--- config.mk ---
export PLATFORM = sky130hd
export DESIGN_NAME = serial_parity_rx
export DESIGN_NICKNAME = d
export VERILOG_FILES = /design/src/rtl/serial_parity_rx_pkg.sv /design/src/rtl/serial_parity_rx_xor.sv /design/src/rtl/serial_parity_rx.sv
export SDC_FILE = /design/constraint.sdc
export NUM_CORES = 1
export LEC_CHECK = 0
export BUFFER_PORTS_ARGS = -buffer_cell sky130_fd_sc_hd__buf_4
export CORE_MARGIN = 1.5
export CORE_UTILIZATION = 56
export DETAILED_ROUTE_END_ITERATION = 16
export PLACE_DENSITY_LB_ADDON = 0.05
export SLEW_MARGIN = 20
export SYNTH_ARGS = -nofsm -noshare
export SYNTH_HDL_FRONTEND = slang
export SYNTH_SLANG_ARGS = --single-unit
--- constraint.sdc ---
create_clock -name clk -period 1.7 [get_ports clk]
set_input_delay 0.255 -clock clk [delete_from_list [all_inputs] [get_ports clk]]
set_output_delay 0.255 -clock clk [all_outputs]
set_load 0.005 [all_outputs]
--- src/rtl/serial_parity_rx_pkg.sv ---
// Shared types and helpers for the bit-serial parity frame receiver.
// Holds the FSM state encoding and the parity-check function.
package serial_parity_rx_pkg;

    typedef enum logic [1:0] {
        RX_IDLE   = 2'd0,
        RX_DATA   = 2'd1,
        RX_PARITY = 2'd2,
        RX_STOP   = 2'd3
    } rx_state_t;

    // A set result means the data fold plus the received parity bit disagree with the selected sense.
    function automatic logic parity_err(input logic acc, input logic pbit, input logic odd);
        return acc ^ pbit ^ odd;
    endfunction

endpackage

--- src/rtl/serial_parity_rx_xor.sv ---
// Two-input XOR gate used as the running parity fold of the receiver.
module serial_parity_rx_xor (
    input  logic a,
    input  logic b,
    output logic y
);

    assign y = a ^ b;

endmodule

--- src/rtl/serial_parity_rx.sv ---
// Bit-serial receiver: start, DATA_WIDTH data bits LSB first, parity, stop.
// Emits each decoded word with registered parity and framing error flags.
module serial_parity_rx #(
    parameter int DATA_WIDTH = 8,
    parameter bit PARITY_ODD = 1'b0
) (
    input  logic                  clk,
    input  logic                  rst_n,
    input  logic                  in_valid,
    input  logic                  in_bit,
    output logic                  out_valid,
    output logic [DATA_WIDTH-1:0] out_data,
    output logic                  out_parity_err,
    output logic                  out_frame_err
);
    import serial_parity_rx_pkg::*;

    // A single data bit still needs a one-bit counter register.
    localparam int CNT_W = (DATA_WIDTH > 1) ? $clog2(DATA_WIDTH) : 1;
    localparam logic [CNT_W-1:0] CNT_LAST = CNT_W'(DATA_WIDTH - 1);

    rx_state_t             state_r;
    logic [CNT_W-1:0]      cnt_r;
    logic [DATA_WIDTH-1:0] shift_r;
    logic                  acc_r;
    logic                  perr_r;
    logic                  acc_next_s;

    serial_parity_rx_xor u_fold (
        .a (acc_r),
        .b (in_bit),
        .y (acc_next_s)
    );

    // Frame FSM with registered outputs; everything but the valid pulse advances only on strobed samples.
    always_ff @(posedge clk or negedge rst_n) begin
        if (!rst_n) begin
            state_r        <= RX_IDLE;
            cnt_r          <= {CNT_W{1'b0}};
            shift_r        <= {DATA_WIDTH{1'b0}};
            acc_r          <= 1'b0;
            perr_r         <= 1'b0;
            out_valid      <= 1'b0;
            out_data       <= {DATA_WIDTH{1'b0}};
            out_parity_err <= 1'b0;
            out_frame_err  <= 1'b0;
        end else begin
            out_valid <= 1'b0;
            if (in_valid) begin
                case (state_r)
                    RX_IDLE: begin
                        if (!in_bit) begin
                            state_r <= RX_DATA;
                            cnt_r   <= {CNT_W{1'b0}};
                            acc_r   <= 1'b0;
                        end else begin
                            state_r <= RX_IDLE;
                        end
                    end
                    RX_DATA: begin
                        shift_r[cnt_r] <= in_bit;
                        acc_r          <= acc_next_s;
                        if (cnt_r == CNT_LAST) begin
                            state_r <= RX_PARITY;
                        end else begin
                            cnt_r <= cnt_r + CNT_W'(1);
                        end
                    end
                    RX_PARITY: begin
                        perr_r  <= parity_err(acc_r, in_bit, PARITY_ODD);
                        state_r <= RX_STOP;
                    end
                    RX_STOP: begin
                        // Framing errors still deliver the word; only the flag marks it.
                        out_valid      <= 1'b1;
                        out_data       <= shift_r;
                        out_parity_err <= perr_r;
                        out_frame_err  <= ~in_bit;
                        state_r        <= RX_IDLE;
                    end
                    default: begin
                        state_r <= RX_IDLE;
                    end
                endcase
            end else begin
                state_r <= state_r;
            end
        end
    end

endmodule
==> results <==
- The flow ran to the end, and the final reports show no timing, DRC or antenna violations.
- The global-route track usage on met1 is between 20% and 30%.
- From bottom edge to top edge, the die measures approximately 50 µm.
- The met2 track utilization from global routing is 29.82%.
- In this run the horizontal extent of the chip is 50.72 µm.
- In this run the remaining antenna-violating nets after routing total 0.
- The number of global-route vias before repair is about 770.
- The combined global-route utilization of all metal layers is 18.54%.
- The nature of the critical path startpoint is a flop.
- The number of detailed-route iterations in the first pass is 4.
- The power density over cell area is around 1500 nW/µm².
- The iteration-0 DRC count of the detailed router is 4.
- In the synthesized netlist the dominant register cell turns out to be sky130_fd_sc_hd__dfrtp_1.
- In this run the worst hold path is classified as primary input to flop.
- The initial antenna violation count is 0.
- The critical path is of the flop to flop type.
- Max-cap violations in this run came to 0.
- The number of enable-type register cells in the synthesized netlist is 0.
- The non-filler instance count after layout is around 140.
- Once the clock tree was built, the setup fixing pass inserted 0 buffers.
- Traced cell by cell, the critical path runs through ha_1 -> ha_1 -> nand2_1 -> o2111ai_2 -> mux2_4.
- The placed wire-length estimate is ~1.4 mm.
- The worst-case clock skew is around 3.4 ps.
- Setup violations remaining at the end of the flow were counted as 0.
- The number of placed instances, taps included, is ~140.
- Synthesis handed over a netlist of a little under 100 instances.
- The weighted congestion at the end of routability-driven global placement is around 0.76.
- The leftover overflow at the end of global routing is 0.
- The leakage power is between 0.7 and 0.8 nW.
- The proportion of netlist area held by the largest area contributor is about half.
- The number of pins exceeding their max-slew limit in the final report is 0.
- Dividing the final minimum period by the clock period gives around nine tenths.
- Yosys attributes the largest share of cell area to sky130_fd_sc_hd__dfrtp_1 51%, sky130_fd_sc_hd__mux2_4 9.4%, sky130_fd_sc_hd__ha_1 6.9%.
- The arrival time at the worst endpoint is 1780 ps.
- The effective utilization at floorplan is 58.77%.
- In this run the number of H-tree levels came out at 1.
- The root buffer cell chosen for the clock tree is sky130_fd_sc_hd__clkbuf_4.
- The worst max-slew margin expressed relative to the limit is roughly four fifths.
- The number of nets in the finished design is roughly 130.
- For this run, the slowest stage of the critical path takes 450 ps.
- The synthesized design contains 26 register bits.
- The highest achievable clock rate is roughly 640 MHz.
- IR analysis of the VDD net gives a maximum drop of about 0.0009 V.
- For this block, the routed nets add up to 1.948 mm of wire.
- The number of buffers created by CTS is 3.
- In the synthesized netlist the async set-or-reset flop fraction comes to 100.0%.
- Ranked by instance count, the synthesized netlist is headed by 26 x sky130_fd_sc_hd__dfrtp_1, 8 x sky130_fd_sc_hd__mux2_4, 8 x sky130_fd_sc_hd__nor2_1, 7 x sky130_fd_sc_hd__ha_1, 7 x sky130_fd_sc_hd__nand2_1.
- The number of endpoints with negative hold slack in the final report is 0.
- Fill cells in the final layout number about 190.
- The transition time at the pin with the least slew margin is roughly 320 ps.
- The number of antenna diodes in the final layout is 0.
- Counting every net in the synthesized netlist gives 109.
- STA puts the critical path data required time at around 1900 ps.
- The clock drives 26 sinks.
- The most numerous cell type found on the critical path is sky130_fd_sc_hd__ha_1.
- In this run the most used layer during global routing was met2.
- The ratio of cells with drive above 1 in the final layout is about a third.
- The total negative slack is 0 ps.
- The library cell with the highest instance count after synthesis is sky130_fd_sc_hd__dfrtp_1.
- The total vias in the final route is around 730.
- Overall power consumption after layout is estimated at about 2.1 mW.
- The netlist uses 24 different library cells.
- STA classifies the critical path endpoint as a flop.
- The placement row count is 17.
- Along the worst path, the maximum fanout reaches 5.
- The cell accounting for the most synthesized area is sky130_fd_sc_hd__dfrtp_1.
- From synthesis to final layout, the design area changed by 12.07%.
- Setup repair after global routing left no endpoint under its margin.
- On the critical path, the stage with the largest delay is an instance of sky130_fd_sc_hd__dfrtp_1.
- The register clock-pin slew on the reported worst setup and hold paths is about 140 ps.
- The clock reaches the later pin of the worst-skew pair after between 300 and 400 ps.
- Input and output buffers added on the ports amount to 14.
- The die area is 2572 µm².
- After floorplanning, the core was sized to cover between 2000 and 2500 µm².
- The first-pass GRT wire length is around 3.5 mm.
- Entering global routing, the biggest net connects 27 pins.
- The smallest clock period supported by the final layout is computed as around 1600 ps.
- In the routed design, unresolved DRC markers number 0.
- Using the TritonRoute via totals, the vias-per-cell ratio works out to roughly 5.2.
- The post-synthesis sequential area ratio is about half.
- TritonCTS built the clock tree.
- During synthesis, Yosys emitted a total of 0 warnings.
- The buffer depth of the longest clock path is 2.
- The mean post-synth cell area is 13.01 µm².
- 15 I/O pins were placed.
- The mapped netlist covers roughly 1300 µm².
- Global routing consumed, on the met3 layer, 2.679% of the routing resources.
- Dividing the detail-routed wire length by the instance count gives 13.72 µm.
## kinds of logic (layout without fill, tap and decap cells)
| family | Yosys count | after routing | synth area share, % |
|---|---|---|---|
| simple gates | 24 | 24 | 10.70 |
| compound gates | 6 | 6 | 3.533 |
| buf+inv | 10 | 26 | 4.121 |
| flops | 26 | 26 | 51.03 |
| mux | 24 | 24 | 23.06 |
| fa+ha+maj | 7 | 7 | 6.869 |
| xor+xnor | 1 | 1 | 0.6871 |
## stage by stage
stage	utilization (%)	hold WS (ps)	instance area [µm²]	setup WS, ps
after global routing	65.86	242.8	1429	9.796
after global placement	64.36	179.9	1396	169.0
after CTS	65.86	211.4	1429	135.7
after floorplan	-	-40.59	1275	224.0
after detailed placement	64.36	182.2	1396	159.2
final	65.86	220.9	1429	137.6
## worst max-delay path, delay by kind of cell, from the launching register on
kind            cells  cell delay, ps
fa+ha+maj           2             430
simple gates        1              80
mux                 1             340
compound gates      1             160
flops               1             450
## registers in the layout, summed over array words and instances (netlist names)
| signal | cells |
|---|---|
| out_parity_err | 1 |
| out_valid | 1 |
| out_frame_err | 1 |
| cnt_r | 3 |
| state_r | 2 |
| perr_r | 1 |
| shift_r | 8 |
| acc_r | 1 |
| out_data | 8 |
## layout make-up
class	count	area, µm²	share of cell area (%)
clock buffer	3	22.52	1.576
inverter	7	26.28	1.839
multi-input combinational	62	571.8	40.02
sequential	26	650.6	45.53
tap	28	35.03	2.452
timing repair buffer	16	122.6	8.581
## per-layer routing
layer | vias to the layer above | routed length, µm
met5 | - | 0
met4 | 0 | 46
met1 | 356 | 918
li1 | 361 | -
met3 | 4 | 55
met2 | 11 | 926
## worst paths after layout
kind / slack [ps] / cells after the start / startpoint / endpoint
worst max register to register: 140 / 5 / cnt_r[0] / cnt_r[0]
worst max-delay path: 140 / 5 / cnt_r[0] / cnt_r[0]
max in group asynchronous: 1100 / 2 / rst_n / shift_r[0]
min in group asynchronous: 360 / 2 / rst_n / out_frame_err
worst min-delay path: 220 / 2 / in_valid / perr_r
worst min register to register: 500 / 1 / shift_r[1] / shift_r[1]
## cell usage in the layout (no fill, tap or decap)
cell type,netlist,final
sky130_fd_sc_hd__nand2_1,7,7
sky130_fd_sc_hd__buf_4,0,15
sky130_fd_sc_hd__a31oi_1,1,1
sky130_fd_sc_hd__a21oi_1,2,2
sky130_fd_sc_hd__nand3b_1,2,2
sky130_fd_sc_hd__nand3_2,1,1
sky130_fd_sc_hd__ha_1,7,7
sky130_fd_sc_hd__o2111ai_2,1,1
sky130_fd_sc_hd__inv_2,1,1
sky130_fd_sc_hd__mux2_1,6,6
sky130_fd_sc_hd__clkbuf_4,0,3
sky130_fd_sc_hd__nand2_4,1,1
sky130_fd_sc_hd__o21ai_0,1,1
sky130_fd_sc_hd__dfrtp_1,26,26
sky130_fd_sc_hd__xnor2_1,1,1
sky130_fd_sc_hd__nand3b_2,1,1
sky130_fd_sc_hd__nor3_2,2,2
sky130_fd_sc_hd__o21ai_2,1,1
sky130_fd_sc_hd__mux2_4,8,8
sky130_fd_sc_hd__nand2b_1,2,2
sky130_fd_sc_hd__nor2_1,8,8
sky130_fd_sc_hd__dlygate4sd3_1,0,1
sky130_fd_sc_hd__inv_1,6,6
sky130_fd_sc_hd__mux2_2,5,5
sky130_fd_sc_hd__mux2i_1,5,5
## power breakdown
group | total [mW] | internal [mW] | switching (mW)
combinational | 0.835 | 0.490 | 0.345
sequential | 0.987 | 0.845 | 0.143
clock | 0.259 | 0.0830 | 0.176
## repair_timing
action                                  4_1_cts  5_1_grt
endpoints found under the setup margin        0        0
hold buffers                                  1        0
hold endpoints to repair                     26        0
gates resized for setup                       0        0
Power figures use the tool's default switching activity.
